--- src/rtl/chacha_pkg.sv ---
// chacha_pkg: shared sizes, host command codes and host-interface state encoding
package chacha_pkg;
   localparam int BLOCK_BYTES = 64;
   localparam int WORD_W = 32;
   typedef enum logic [1:0] {
      CMD_ABORT = 2'b00,
      CMD_LOAD  = 2'b01,
      CMD_START = 2'b10,
      CMD_READ  = 2'b11
   } cmd_e;
   typedef enum logic [1:0] {
      ST_IDLE = 2'd0,
      ST_RUN  = 2'd1,
      ST_OUT  = 2'd2
   } state_e;
endpackage

--- src/rtl/chacha_strobe_sync.sv ---
// chacha_strobe_sync: synchronizes an asynchronous host strobe and flags its rising edge
module chacha_strobe_sync (
   input  logic clk,
   input  logic rst,
   input  logic strobe,
   output logic fire
);
   logic s1, s2, s3;
   // two flops resolve metastability, the third remembers the previous level for edge detect
   always_ff @(posedge clk or posedge rst) begin
      if (rst) begin
         s1 <= 1'b0;
         s2 <= 1'b0;
         s3 <= 1'b0;
      end else begin
         s1 <= strobe;
         s2 <= s1;
         s3 <= s2;
      end
   end
   assign fire = s2 & ~s3;
endmodule

--- src/rtl/chacha_host_io.sv ---
// chacha_host_io: byte-serial host loader/reader around the ChaCha block core
module chacha_host_io
   import chacha_pkg::*;
(
   input  logic         clk,
   input  logic         rst,
   input  logic [7:0]   host_data,
   input  logic [1:0]   host_cmd,
   input  logic         host_strobe,
   output logic [7:0]   out_data,
   output logic         out_valid,
   output logic         busy,
   output logic [5:0]   byte_idx,
   output logic [511:0] core_state,
   output logic         core_start,
   input  logic         core_done,
   input  logic [511:0] core_result
);
   state_e     state;
   logic [5:0] ptr;
   logic [7:0] buffer [BLOCK_BYTES];
   logic       fire, start_q;
   cmd_e       cmd;
   logic       do_abort, do_load, do_start, do_read, do_done;
   chacha_strobe_sync u_sync (
      .clk    (clk),
      .rst    (rst),
      .strobe (host_strobe),
      .fire   (fire)
   );
   assign cmd      = cmd_e'(host_cmd);
   assign do_abort = fire && cmd == CMD_ABORT;
   assign do_load  = fire && cmd == CMD_LOAD  && state == ST_IDLE;
   assign do_start = fire && cmd == CMD_START && state == ST_IDLE;
   assign do_read  = fire && cmd == CMD_READ  && state == ST_OUT;
   assign do_done  = core_done && state == ST_RUN && !do_abort;
   // command FSM and shared pointer; abort outranks a coincident core_done
   always_ff @(posedge clk or posedge rst) begin
      if (rst) begin
         state   <= ST_IDLE;
         ptr     <= 6'd0;
         start_q <= 1'b0;
      end else begin
         start_q <= do_start;
         if (do_abort) begin
            state <= ST_IDLE;
            ptr   <= 6'd0;
         end else if (do_start) begin
            state <= ST_RUN;
            ptr   <= 6'd0;
         end else if (do_done) begin
            state <= ST_OUT;
            ptr   <= 6'd0;
         end else if (do_load) begin
            ptr <= ptr + 6'd1;
         end else if (do_read) begin
            ptr <= ptr + 6'd1;
            if (ptr == 6'(BLOCK_BYTES - 1)) state <= ST_IDLE;
         end
      end
   end
   // single buffer: host bytes in while idle, keystream block captured on completion
   always_ff @(posedge clk or posedge rst) begin
      if (rst) begin
         for (int i = 0; i < BLOCK_BYTES; i++) buffer[i] <= 8'h00;
      end else if (do_done) begin
         for (int i = 0; i < BLOCK_BYTES; i++) buffer[i] <= core_result[8*i +: 8];
      end else if (do_load) begin
         buffer[ptr] <= host_data;
      end
   end
   for (genvar g = 0; g < BLOCK_BYTES; g++) begin : g_flat
      assign core_state[8*g +: 8] = buffer[g];
   end
   assign out_valid  = state == ST_OUT;
   assign busy       = state == ST_RUN;
   assign byte_idx   = ptr;
   assign out_data   = out_valid ? buffer[ptr] : 8'h00;
   assign core_start = start_q;
endmodule

--- config.mk ---
export PLATFORM = sky130hd
export DESIGN_NAME = chacha_host_io
export DESIGN_NICKNAME = d
export VERILOG_FILES = /design/src/rtl/chacha_pkg.sv /design/src/rtl/chacha_strobe_sync.sv /design/src/rtl/chacha_host_io.sv
export SDC_FILE = /design/constraint.sdc
export NUM_CORES = 1
export LEC_CHECK = 0
export ABC_CLOCK_PERIOD_IN_PS = 20200
export CAP_MARGIN = 20
export CORE_AREA = 5 5 411 413
export DETAILED_ROUTE_END_ITERATION = 12
export DIE_AREA = 0 0 416 418
export GPL_ROUTABILITY_DRIVEN = 0
export PLACE_DENSITY = 0.47
export SYNTH_ARGS = -nofsm -noshare
export SYNTH_HDL_FRONTEND = slang
export SYNTH_SLANG_ARGS = --single-unit
--- constraint.sdc ---
create_clock -name clk -period 20.2 [get_ports clk]
set_clock_uncertainty 0.15 [all_clocks]
set_input_delay 4.04 -clock clk [delete_from_list [all_inputs] [get_ports clk]]
set_output_delay 4.04 -clock clk [all_outputs]
set_load 0.03 [all_outputs]
==> results.md, run 1 <==
- Run status: complete, no violations
- Number of buffers created by CTS: a little over 70
- DIE WIDTH: approximately 420 µm
- H-tree depth reported by CTS: 3
- Critical path arrival: between 6 and 7 ns
- Rows: about 150
- Post-cts repair resize count: 0
- Worst vdd rail ir drop: 0.0711 mV
- Synth Flop Type: sky130_fd_sc_hd__dfrtp_1
- Power density cells: between 150 and 200 mW/mm²
- Data required, critical path: between 15 and 20 ns
- Total Nets Final: 4361
- Fraction of final layout cells sized beyond drive strength 1: 0.0807
- Net count of the mapped netlist: roughly 3.4k
- Clock share of power: 0.176
- Tightest Pin Transition: 1.15 ns
- Final design utilization: 0.265
- Root cell of the clock tree: sky130_fd_sc_hd__clkbuf_16
- Residual DRC count: 0
- Warning count from the yosys run: 0
- HPWL after DPL: around 170 mm
- Global-route wire length before repair: between 200 and 300 mm
- Global Route Usage Sum: 0.240
- Die area: between 0.15 and 0.2 mm²
- Max Transition Viols Final: 0
- Critical path launch point type: flop
- Clock tree from TritonCTS: done
- Routed wirelength normalized by instance count: approximately 36 µm
- # IOs: 1055
- Area of the core region: 0.164 mm²
- Instance count of the mapped netlist: just under 3k
- # Post-CTS Setup Buffers: 0
- Switching component of the power: roughly 3800 µW
- Setup_tns: 0 ns
- Total power of the final layout: 7470 µW
- Remaining number of nets flagged by the antenna check after routing: 0
- Largest net degree at the start of global routing: 227
- Die Span Y: roughly 420 µm
- Final number of hold-violating endpoints: 0
- Number of clock sinks: approximately 520
- Number of vias per cell after detailed routing: ~4.7
- Register share of total power: 0.330
- Setup slack after layout: 9.74 ns
- Unrepaired setup endpoints after global routing: false
- Async set-reset flop share out of synthesis: 1.00
- Register-to-Register Path Depth: 6
- Clock period minus worst slack: between 10 and 15 ns
- EDFF count, synth: 0
- Static leakage power: roughly 0.02 µW
- Start-to-end type of the worst setup path: reg2out
- IO buf count: 1054
- Number of detailed-route iterations in the first pass: 6
- Category of the worst setup path capture point: primary output
- Vias after detailed routing: ~29k
- Number of different library cells in the post-synthesis netlist: 65
- Clock latency reported for the late side of the worst-skew pair: between 0.6 and 0.7 ns
- Number of setup violations in the final report: 0
- Buffer levels on the longest clock path: 3
- Starting utilization of the core area: 0.174
- Switching Fraction: 0.510
- Number of synthesized register bits: approximately 520
- Pre-CTS setup slack: around 10 ns
- Crit-path max FO: 31
- Total standard cell area after synthesis: ~0.029 mm²
- Share of the clock period used by the worst path: 0.518
- Worst slew margin: 0.230
- Number of max-cap violations: 0
- Clock slew at the register clock pins of the worst setup and hold paths: 0.06 ns
- Part of the Yosys area used for sequential elements: 0.459
- CTS hold repair buffers: 0
- Worst hold slack: ~0.22 ns
- Mean area per synthesized cell: roughly 9.8 µm²
- Initial drt markers: between 2k and 3k
- Worst min-delay path category: reg2reg
- Instance count along the most critical hold path: 0
- Overall routed net length: ~220 mm
- Area added between synthesis and finish: 52.8%
- Internal Dissipation: 3660 µW
- Achievable Freq: 0.0956 GHz
- Logic pwr share: 0.494
- Antenna violations before repair: 26
- Via count of the first global-routing pass: approximately 29k
- Total grt overflow: 0
stage by stage:
stage / cell area (µm²) / std cells
after global placement: 41100 / 5945
after detailed placement: 41200 / 5946
after global routing: 43600 / 6092
final: 43700 / 6096
after floorplan: 28600 / 2912
after CTS: 43500 / 6075
routing by layer:
| layer | vias up | track usage | routed length, µm |
|---|---|---|---|
| li1 | 12400 | - | - |
| met1 | 15000 | 0.303 | 91300 |
| met2 | 1270 | 0.408 | 107000 |
| met3 | 263 | 0.0447 | 12200 |
| met4 | 4 | 0.0880 | 7940 |
| met5 | - | 0 | 28 |
sequential cells by signal, indices dropped and copies added, names as in the netlist:
name	count
byte_idx	6
core_start	1
core_state	512
state	2
u_sync.s1	1
u_sync.s2	1
u_sync.s3	1
path summary, 6_finish.rpt:
path | from | to | slack, ns
worst min register to register | u_sync.s1 | u_sync.s2 | 0.22
worst min-delay path | u_sync.s1 | u_sync.s2 | 0.22
worst max-delay path | byte_idx[0] | out_data[0] | 9.74
worst max register to register | state[0] | core_state[216] | 15.52
max in group asynchronous | rst | core_state[449] | 13.30
min in group asynchronous | rst | core_state[266] | 3.70
cell families (layout without fill, tap and decap cells):
| logic type | after synthesis | in the layout | share of synthesized area |
|---|---|---|---|
| simple gates | 714 | 714 | 0.110 |
| fa+ha+maj | 1 | 1 | 0.000438 |
| mux | 583 | 583 | 0.215 |
| flops | 524 | 524 | 0.459 |
| compound gates | 829 | 829 | 0.173 |
| xor+xnor | 6 | 6 | 0.00184 |
| other cells | 0 | 18 | 0 |
| buf+inv | 255 | 1232 | 0.0414 |
cell usage in the layout (no fill, tap or decap), types with 4 or more instances in the layout:
cell type                         count
sky130_fd_sc_hd__nor2_4               9
sky130_fd_sc_hd__mux2i_1            540
sky130_fd_sc_hd__clkinv_4             4
sky130_fd_sc_hd__xor2_1               4
sky130_fd_sc_hd__nand2_2             63
sky130_fd_sc_hd__clkbuf_16           74
sky130_fd_sc_hd__nor2_1              51
sky130_fd_sc_hd__nor2b_1              4
sky130_fd_sc_hd__o22ai_1              8
sky130_fd_sc_hd__diode_2             18
sky130_fd_sc_hd__nor2b_4              4
sky130_fd_sc_hd__buf_12               4
sky130_fd_sc_hd__mux2_2              21
sky130_fd_sc_hd__clkinv_2            13
sky130_fd_sc_hd__nand2b_1             6
sky130_fd_sc_hd__nor2_8               8
sky130_fd_sc_hd__o21ai_0            454
sky130_fd_sc_hd__a21o_1              11
sky130_fd_sc_hd__dfrtp_1            521
sky130_fd_sc_hd__clkbuf_8            15
sky130_fd_sc_hd__a22oi_1             66
sky130_fd_sc_hd__buf_4               46
sky130_fd_sc_hd__mux4_2              22
sky130_fd_sc_hd__clkbuf_1            14
sky130_fd_sc_hd__a22o_1              24
sky130_fd_sc_hd__nand2_1            534
sky130_fd_sc_hd__a21oi_1             47
sky130_fd_sc_hd__a31oi_1              6
sky130_fd_sc_hd__o21ai_1             86
sky130_fd_sc_hd__nand3_1              5
sky130_fd_sc_hd__clkdlybuf4s50_1   1046
sky130_fd_sc_hd__o32ai_1              4
sky130_fd_sc_hd__a221oi_1            94
sky130_fd_sc_hd__nand4_1              4
power by group through the flow:
stage | Combinational, µW | Sequential [µW] | Clock [µW]
after CTS | 3730 | 2460 | 1350
after floorplan | 1010 | 2780 | 0
after global placement | 3680 | 2500 | 0
after detailed placement | 3720 | 2470 | 0
after global routing | 3870 | 2490 | 1380
final | 3690 | 2460 | 1310
synthesized netlist by cell type, types with 5 or more instances:
master / n / share of area
sky130_fd_sc_hd__a221oi_1: 94 / 0.029
sky130_fd_sc_hd__nand2_1: 534 / 0.070
sky130_fd_sc_hd__nand2_2: 63 / 0.014
sky130_fd_sc_hd__nor2_8: 8 / 0.0056
sky130_fd_sc_hd__clkbuf_8: 9 / 0.0043
sky130_fd_sc_hd__o21ai_0: 454 / 0.080
sky130_fd_sc_hd__o22ai_1: 8 / 0.0018
sky130_fd_sc_hd__buf_6: 11 / 0.0043
sky130_fd_sc_hd__mux2i_1: 540 / 0.19
sky130_fd_sc_hd__nor2_1: 53 / 0.0070
sky130_fd_sc_hd__nand2b_1: 6 / 0.0013
sky130_fd_sc_hd__nor2_2: 6 / 0.0013
sky130_fd_sc_hd__a22o_1: 24 / 0.0074
sky130_fd_sc_hd__nor2b_1: 8 / 0.0018
sky130_fd_sc_hd__clkbuf_1: 172 / 0.023
sky130_fd_sc_hd__a21o_1: 11 / 0.0029
sky130_fd_sc_hd__buf_2: 40 / 0.0070
sky130_fd_sc_hd__a21oi_1: 47 / 0.0082
sky130_fd_sc_hd__nand3_1: 5 / 0.00088
sky130_fd_sc_hd__a22oi_1: 66 / 0.017
sky130_fd_sc_hd__a31oi_1: 6 / 0.0013
sky130_fd_sc_hd__buf_1: 18 / 0.0024
sky130_fd_sc_hd__dfrtp_1: 524 / 0.46
sky130_fd_sc_hd__mux2_2: 21 / 0.0083
sky130_fd_sc_hd__mux4_2: 22 / 0.017
sky130_fd_sc_hd__o21ai_1: 86 / 0.015
worst max-delay path, stage by stage, from the launching register on:
cell	delay, ns
sky130_fd_sc_hd__dfrtp_4	0.88
sky130_fd_sc_hd__buf_4	0.54
sky130_fd_sc_hd__buf_4	0.70
sky130_fd_sc_hd__nor2b_4	0.23
sky130_fd_sc_hd__buf_4	0.33
sky130_fd_sc_hd__a221oi_1	0.41
sky130_fd_sc_hd__nor2_1	0.08
sky130_fd_sc_hd__o21ai_0	0.67
sky130_fd_sc_hd__nand4_1	0.35
sky130_fd_sc_hd__o31a_1	0.56
sky130_fd_sc_hd__clkdlybuf4s50_1	0.68
cell type report:
type                            instances  area (µm²)
Antenna cell                           18        45.0
Clock buffer                          103        2110
Clock inverter                         26         245
Fill cell                           17700      121000
Inverter                                4        25.0
Multi-Input combinational cell       2133       14400
Sequential cell                       524       13100
Tap cell                             2189        2740
Timing Repair Buffer                 1099       11000
No activity file was read; power rests on OpenSTA's default activity.
==> run 2: changes to the inputs <==
ABC_CLOCK_PERIOD_IN_PS = 8400   (was 20200)
CORE_AREA = 5 5 406 408   (was 5 5 411 413)
DIE_AREA = 0 0 411 413   (was 0 0 416 418)
PLACE_DENSITY = 0.49   (was 0.47)
clock period = 8.4 ns   (was 20.2 ns; I/O delays follow)
==> results.md, run 2 (synthesis results as in run 1) <==
- Pre-CTS setup slack: 1.44 ns (-8.85 ns)
- Run status: complete, no violations
- Worst min-delay path category: reg2reg
- Number of setup violations in the final report: 0 (unchanged)
- Global-route wire length before repair: 280 mm (-2.0%)
- # IOs: 1055 (unchanged)
- Commonest non-fill, non-tap cells in the layout: sky130_fd_sc_hd__clkdlybuf4s50_1 (1046), sky130_fd_sc_hd__mux2i_1 (540), sky130_fd_sc_hd__nand2_1 (534)
- Vias after detailed routing: 29.1k (+0.66%)
- Area of the core region: 0.161 mm² (-1.9%)
- Category of the worst setup path capture point: primary output
- Unrepaired setup endpoints after global routing: false
- Clock latency reported for the late side of the worst-skew pair: 0.67 ns (about the same)
- Critical path launch point type: flop
- Final number of hold-violating endpoints: 0 (unchanged)
- Routed wirelength normalized by instance count: 35.3 µm (-1.4%)
- Starting utilization of the core area: 0.177 (+0.00338)
- Worst slew margin: 0.256 (+0.0259)
- Initial drt markers: 3138 (+7.8%)
- Remaining number of nets flagged by the antenna check after routing: 0 (unchanged)
- Overall routed net length: 215 mm (-1.5%)
- Max Transition Viols Final: 0 (unchanged)
- Final design utilization: 0.272 (+0.00625)
- Fraction of final layout cells sized beyond drive strength 1: 0.0831 (+0.00238)
- Clock slew at the register clock pins of the worst setup and hold paths: 0.07 ns (about the same)
- Global Route Usage Sum: 0.242 (+0.00205)
- Clock tree from TritonCTS: done
- Critical path arrival: 5.53 ns (-0.74 ns)
- Die Span Y: 413 µm (-1.2%)
- Post-cts repair resize count: 0 (unchanged)
- Number of vias per cell after detailed routing: 4.78 (+0.79%)
- Achievable Freq: around 0.14 GHz
- Tightest Pin Transition: 1.12 ns (-0.0388 ns)
- H-tree depth reported by CTS: 3 (unchanged)
- IO buf count: 1054 (unchanged)
- Setup slack after layout: 1.04 ns (-8.71 ns)
- DIE WIDTH: 411 µm (-1.2%)
- Setup_tns: 0 ns (unchanged)
- Data required, critical path: 6.57 ns (-9.44 ns)
- Crit-path max FO: 41 (+32%)
- Root cell of the clock tree: sky130_fd_sc_hd__clkbuf_16
- # Post-CTS Setup Buffers: 0 (unchanged)
- Static leakage power: 0.0199 µW (+0.52%)
- Most common cell after layout, fill and taps aside: sky130_fd_sc_hd__clkdlybuf4s50_1
- Rows: 148 (-0.67%)
- Total grt overflow: 0 (unchanged)
- Largest net degree at the start of global routing: 206 (-9.3%)
- Start-to-end type of the worst setup path: reg2out
- Total Nets Final: 4368 (+0.16%)
- CTS hold repair buffers: 0 (unchanged)
- Number of clock sinks: 524 (unchanged)
- Area added between synthesis and finish: 53.4%
- Number of detailed-route iterations in the first pass: 5 (-1)
- Share of the clock period used by the worst path: 0.877
- Die area: 0.170 mm² (-2.4%)
- Antenna violations before repair: 30 (+15%)
- Via count of the first global-routing pass: 29.1k (-1.2%)
- Residual DRC count: 0 (unchanged)
- Number of flip-flops under the largest register name: 512 (unchanged)
- HPWL after DPL: 166 mm (-1.7%)
- Number of buffers created by CTS: 73 (+1.4%)
- Power density cells: 410 mW/mm² (+140%)
- Buffer levels on the longest clock path: 3 (unchanged)
- Clock period minus worst slack: 7.36 ns
- Worst vdd rail ir drop: 0.180 mV (+150%)
- Number of max-cap violations: 0 (unchanged)
## run 2: layout make-up
type | instances | area (µm²)
Tap cell | 2175 | 2720
Antenna cell | 15 | 37.5
Fill cell | 17200 | 117000
Sequential cell | 524 | 13100
Clock buffer | 101 | 2090
Timing Repair Buffer | 1105 | 11000
Inverter | 4 | 20.0
Clock inverter | 31 | 447
Multi-Input combinational cell | 2133 | 14400
## run 2: per-stage QoR
step | power (µW) | std cells | hold slack [ns] | cell area (µm²)
floorplan | 9140 | 2912 | 0.181 | 28600
global placement | 14700 | 5941 | 0.191 | 41200
detailed placement | 14700 | 5941 | 0.191 | 41200
CTS | 18200 | 6073 | 0.205 | 43800
global route | 18600 | 6078 | 0.210 | 43800
finish | 18000 | 6088 | 0.207 | 43800
## run 2: worst paths after layout
kind                             start              end  slack (ns)  cells past startpoint
min in group asynchronous          rst  core_state[261]        1.36                      2
hold reg to reg              u_sync.s1        u_sync.s2        0.21                      0
max in group asynchronous          rst  core_state[499]        4.98                      4
hold / removal               u_sync.s1        u_sync.s2        0.21                      0
setup reg to reg           byte_idx[0]  core_state[285]        4.15                      5
setup / recovery           byte_idx[2]      out_data[3]        1.04                      7
## run 2: power breakdown
part           internal (µW)  leakage [µW]  switching [µW]  total, µW
Clock                   2000       0.00125            1350       3350
Combinational           3360        0.0121            5370       8730
Sequential              3650       0.00657            2240       5890
## run 2: critical path, cell delays in order (launching register included)
cell	delay [ns]
sky130_fd_sc_hd__dfrtp_4	0.82
sky130_fd_sc_hd__clkinv_2	1.01
sky130_fd_sc_hd__a221oi_1	0.60
sky130_fd_sc_hd__nor2_1	0.09
sky130_fd_sc_hd__o21ai_0	0.75
sky130_fd_sc_hd__nand2_1	0.26
sky130_fd_sc_hd__o41a_1	0.59
sky130_fd_sc_hd__clkdlybuf4s50_1	0.64
## run 2: routing by layer
layer  global-route usage  share of wire  vias to the layer above
li1                     -              -                    12400
met2                0.408           0.48                     1339
met1                0.312           0.42                    15100
met5                    0        0.00053                        -
met3               0.0496          0.068                      257
met4               0.0724          0.031                       16
==> run 3: changes to the inputs <==
ABC_AREA = 1   (was unset)
CORE_AREA = 5 5 409 411   (was 5 5 406 408)
DIE_AREA = 0 0 414 416   (was 0 0 411 413)
GPL_TIMING_DRIVEN = 1   (was unset)
==> results.md, run 3 <==
- Run status: complete, no violations
- Clock tree from TritonCTS: done
- Fin cells: 7024 (+15%)
- Instance count of the mapped netlist: 3893 (+34%)
- Root cell of the clock tree: sky130_fd_sc_hd__clkbuf_16
- Die area: 0.172 mm² (+1.5%)
- Share of the synthesized netlist area taken by xor and xnor gates: 0.000301 (-0.00154)
- # Post-CTS Setup Buffers: 0 (unchanged)
- Multi-input combinational cell area: 0.0139 mm² (-3.5%)
- Remaining number of nets flagged by the antenna check after routing: 0 (unchanged)
- Part of the Yosys area used for sequential elements: 0.451 (-0.00781)
- Global-route wire length before repair: 284 mm (+1.5%)
- Crit-path max FO: 130 (+220%)
- Critical path launch point type: flop
- Power density cells: 430 mW/mm² (+4.8%)
- Placed cell count: 6878 (+16%)
- Static leakage power: 0.0184 µW (-7.7%)
- Number of flip-flops under the largest register name: 512 (unchanged)
- Category of the worst setup path capture point: primary output
- Global Route Usage Sum: 0.229 (-0.0125)
- Number of detailed-route iterations in the first pass: 5 (unchanged)
- Achievable Freq: 0.148 GHz (+9.1%)
- Antenna violations before repair: 33 (+10%)
- Area of the core region: 0.164 mm² (+1.5%)
- Area taken by flip-flops and latches: 0.0131 mm² (unchanged)
- Number of setup violations in the final report: 0 (unchanged)
- Synthesized-area fraction occupied by and/or/nand/nor cells: 0.310 (+0.200)
- Total Nets Final: 5290 (+21%)
- Unrepaired setup endpoints after global routing: false
- Total placed instance area: 0.0414 mm² (+0.47%)
- Final number of hold-violating endpoints: 0 (unchanged)
- Initial drt markers: 3212 (+2.4%)
- Overall routed net length: 206 mm (-4.4%)
- Setup_tns: 0 ns (unchanged)
- Warning count from the yosys run: 0 (unchanged)
- Largest area contributor in the synthesized netlist: sky130_fd_sc_hd__dfrtp_1
- HPWL after DPL: 155 mm (-6.5%)
- Number of max-cap violations: 0 (unchanged)
- Synth Flop Type: sky130_fd_sc_hd__dfrtp_1
- Die Span Y: 416 µm (+0.73%)
- EDFF count, synth: 0 (unchanged)
- Most common cell after layout, fill and taps aside: sky130_fd_sc_hd__nand2_1
- Final instance area: 0.0439 mm² (about the same)
- Starting utilization of the core area: 0.178 (+0.000428)
- Worst min-delay path category: reg2reg
- Ranking of synthesized cells by instance count: sky130_fd_sc_hd__nand2_1 (1760), sky130_fd_sc_hd__dfrtp_1 (524), sky130_fd_sc_hd__nand3_1 (400)
- Synthesized-area fraction occupied by adder cells: 0.000431 (-0.00000745)
- Start-to-end type of the worst setup path: reg2out
- Buffer levels on the longest clock path: 3 (unchanged)
- Total grt overflow: 0 (unchanged)
- Critical path arrival: 4.92 ns (-0.61 ns)
- Number of vias per cell after detailed routing: 4.76 (-0.57%)
- Number of synthesized register bits: 524 (unchanged)
- Tightest Pin Transition: 1.06 ns (-0.0524 ns)
- Worst vdd rail ir drop: 0.247 mV (+37%)
- Area share of the largest cell type after synthesis: 0.451 (-0.00781)
- Residual DRC count: 0 (unchanged)
- Commonest non-fill, non-tap cells in the layout: sky130_fd_sc_hd__nand2_1 (1753), sky130_fd_sc_hd__clkdlybuf4s50_1 (1054), sky130_fd_sc_hd__dfrtp_1 (521)
- Via count of the first global-routing pass: 34.1k (+17%)
- Number of buffers created by CTS: 72 (-1.4%)
- Biggest area contributors in the synthesized netlist: sky130_fd_sc_hd__dfrtp_1 (45%), sky130_fd_sc_hd__nand2_1 (23%), sky130_fd_sc_hd__o211ai_1 (10%)
- Async set-reset flop share out of synthesis: 1.00 (unchanged)
- Vias after detailed routing: 33.4k (+15%)
- Clock slew at the register clock pins of the worst setup and hold paths: 0.06 ns (about the same)
- IO buf count: 1054 (unchanged)
- Setup slack after layout: 1.65 ns (+0.616 ns)
- Fillers: 18.1k (+4.9%)
- Number of clock sinks: 524 (unchanged)
- Share of synthesized area spent on multiplexers: 0 (-0.215)
- Fraction of final layout cells sized beyond drive strength 1: 0.0418 (-0.0413)
- Data required, critical path: 6.57 ns (about the same)
- Largest net degree at the start of global routing: 157 (-24%)
- Number of different library cells in the post-synthesis netlist: 30 (-54%)
- Clock latency reported for the late side of the worst-skew pair: 0.65 ns (-0.02 ns)
- H-tree depth reported by CTS: 3 (unchanged)
- CTS hold repair buffers: 0 (unchanged)
- Routed wirelength normalized by instance count: 29.3 µm (-17%)
- DIE WIDTH: 414 µm (+0.73%)
- Most used standard cell by instance count after synthesis: sky130_fd_sc_hd__nand2_1
- Max Transition Viols Final: 0 (unchanged)
- Net count of the mapped netlist: 4420 (+29%)
- Clock period minus worst slack: 6.75 ns (-0.616 ns)
- Share of the clock period used by the worst path: 0.803 (-0.0734)
- Worst slew margin: 0.291 (+0.0350)
- Mean area per synthesized cell: 7.47 µm² (-24%)
- # IOs: 1055 (unchanged)
- Combinational family with the most area after synthesis: simple AND/OR/NAND/NOR gates
- Rows: 149 (+0.68%)
- Pre-CTS setup slack: 2.16 ns (+0.725 ns)
- Post-cts repair resize count: 0 (unchanged)
- Total standard cell area after synthesis: 0.0291 mm² (+1.7%)
- Compound-Gate Fraction of Synth Area: 0.165 (-0.00801)
- Area added between synthesis and finish: 50.9%
- Worst hold slack: 0.201 ns (-0.00600 ns)
run 3: kinds of logic (layout without fill, tap and decap cells):
| logic type | count (synthesis) | count (layout) |
|---|---|---|
| adder cells (fa/ha/maj) | 1 | 1 |
| flip-flops | 524 | 524 |
| other | 0 | 23 |
| buffers and inverters | 478 | 1397 |
| AND/OR/NAND/NOR | 2224 | 2224 |
| AO/OA/AOI/OAI | 665 | 665 |
| XOR/XNOR | 1 | 1 |
run 3: metal layers:
metal  GRT usage  vias to the layer above  routed length (µm)
li1            -                    14900                   -
met1       0.285                    16700               84600
met2       0.390                     1436              100000
met3      0.0439                      304               11600
met4      0.0946                        2                9290
met5           0                        -                   7
run 3: critical path: stages (launching register included):
cell and delay [ns]:
sky130_fd_sc_hd__dfrtp_4 0.72, sky130_fd_sc_hd__buf_4 0.64, sky130_fd_sc_hd__buf_12 0.45, sky130_fd_sc_hd__nand2_1 0.09, sky130_fd_sc_hd__o21ai_0 0.11, sky130_fd_sc_hd__nand2_1 0.10
sky130_fd_sc_hd__nand2_1 0.10, sky130_fd_sc_hd__nand2_1 0.05, sky130_fd_sc_hd__nand2_1 0.09, sky130_fd_sc_hd__nand2_1 0.30, sky130_fd_sc_hd__nand2_1 0.16, sky130_fd_sc_hd__nor2_1 0.11
sky130_fd_sc_hd__a21oi_1 0.35, sky130_fd_sc_hd__clkdlybuf4s50_1 0.88
run 3: power by group:
| group | internal (µW) | total [µW] | switching [µW] |
|---|---|---|---|
| clock network | 1860 | 3200 | 1340 |
| registers | 3690 | 5050 | 1350 |
| logic | 3670 | 10600 | 6930 |
| total | 9230 | 18800 | 9620 |
run 3: cell type report:
cell class                      instances  area share
Multi-Input combinational cell       2891       0.317
Sequential cell                       524       0.299
Timing Repair Buffer                 1106       0.252
Tap cell                             2189      0.0624
Clock buffer                           97      0.0465
Inverter                              168      0.0149
Clock inverter                         26     0.00742
Antenna cell                           23     0.00131
run 3: worst paths after layout:
kind | to | startpoint | cells past startpoint | slack, ns
max in group asynchronous | core_state[215] | rst | 4 | 4.94
worst max register to register | core_state[151] | u_sync.s3 | 7 | 4.32
min in group asynchronous | core_state[427] | rst | 2 | 1.34
worst min register to register | u_sync.s2 | u_sync.s1 | 0 | 0.20
worst max-delay path | out_data[7] | byte_idx[0] | 13 | 1.65
worst min-delay path | u_sync.s2 | u_sync.s1 | 0 | 0.20
run 3: per-stage QoR:
stage               power [µW]   util
floorplan                10200      -
finish                   18800  0.268
global placement         15800  0.253
CTS                      19100  0.268
detailed placement       15800  0.253
global route             19800  0.268
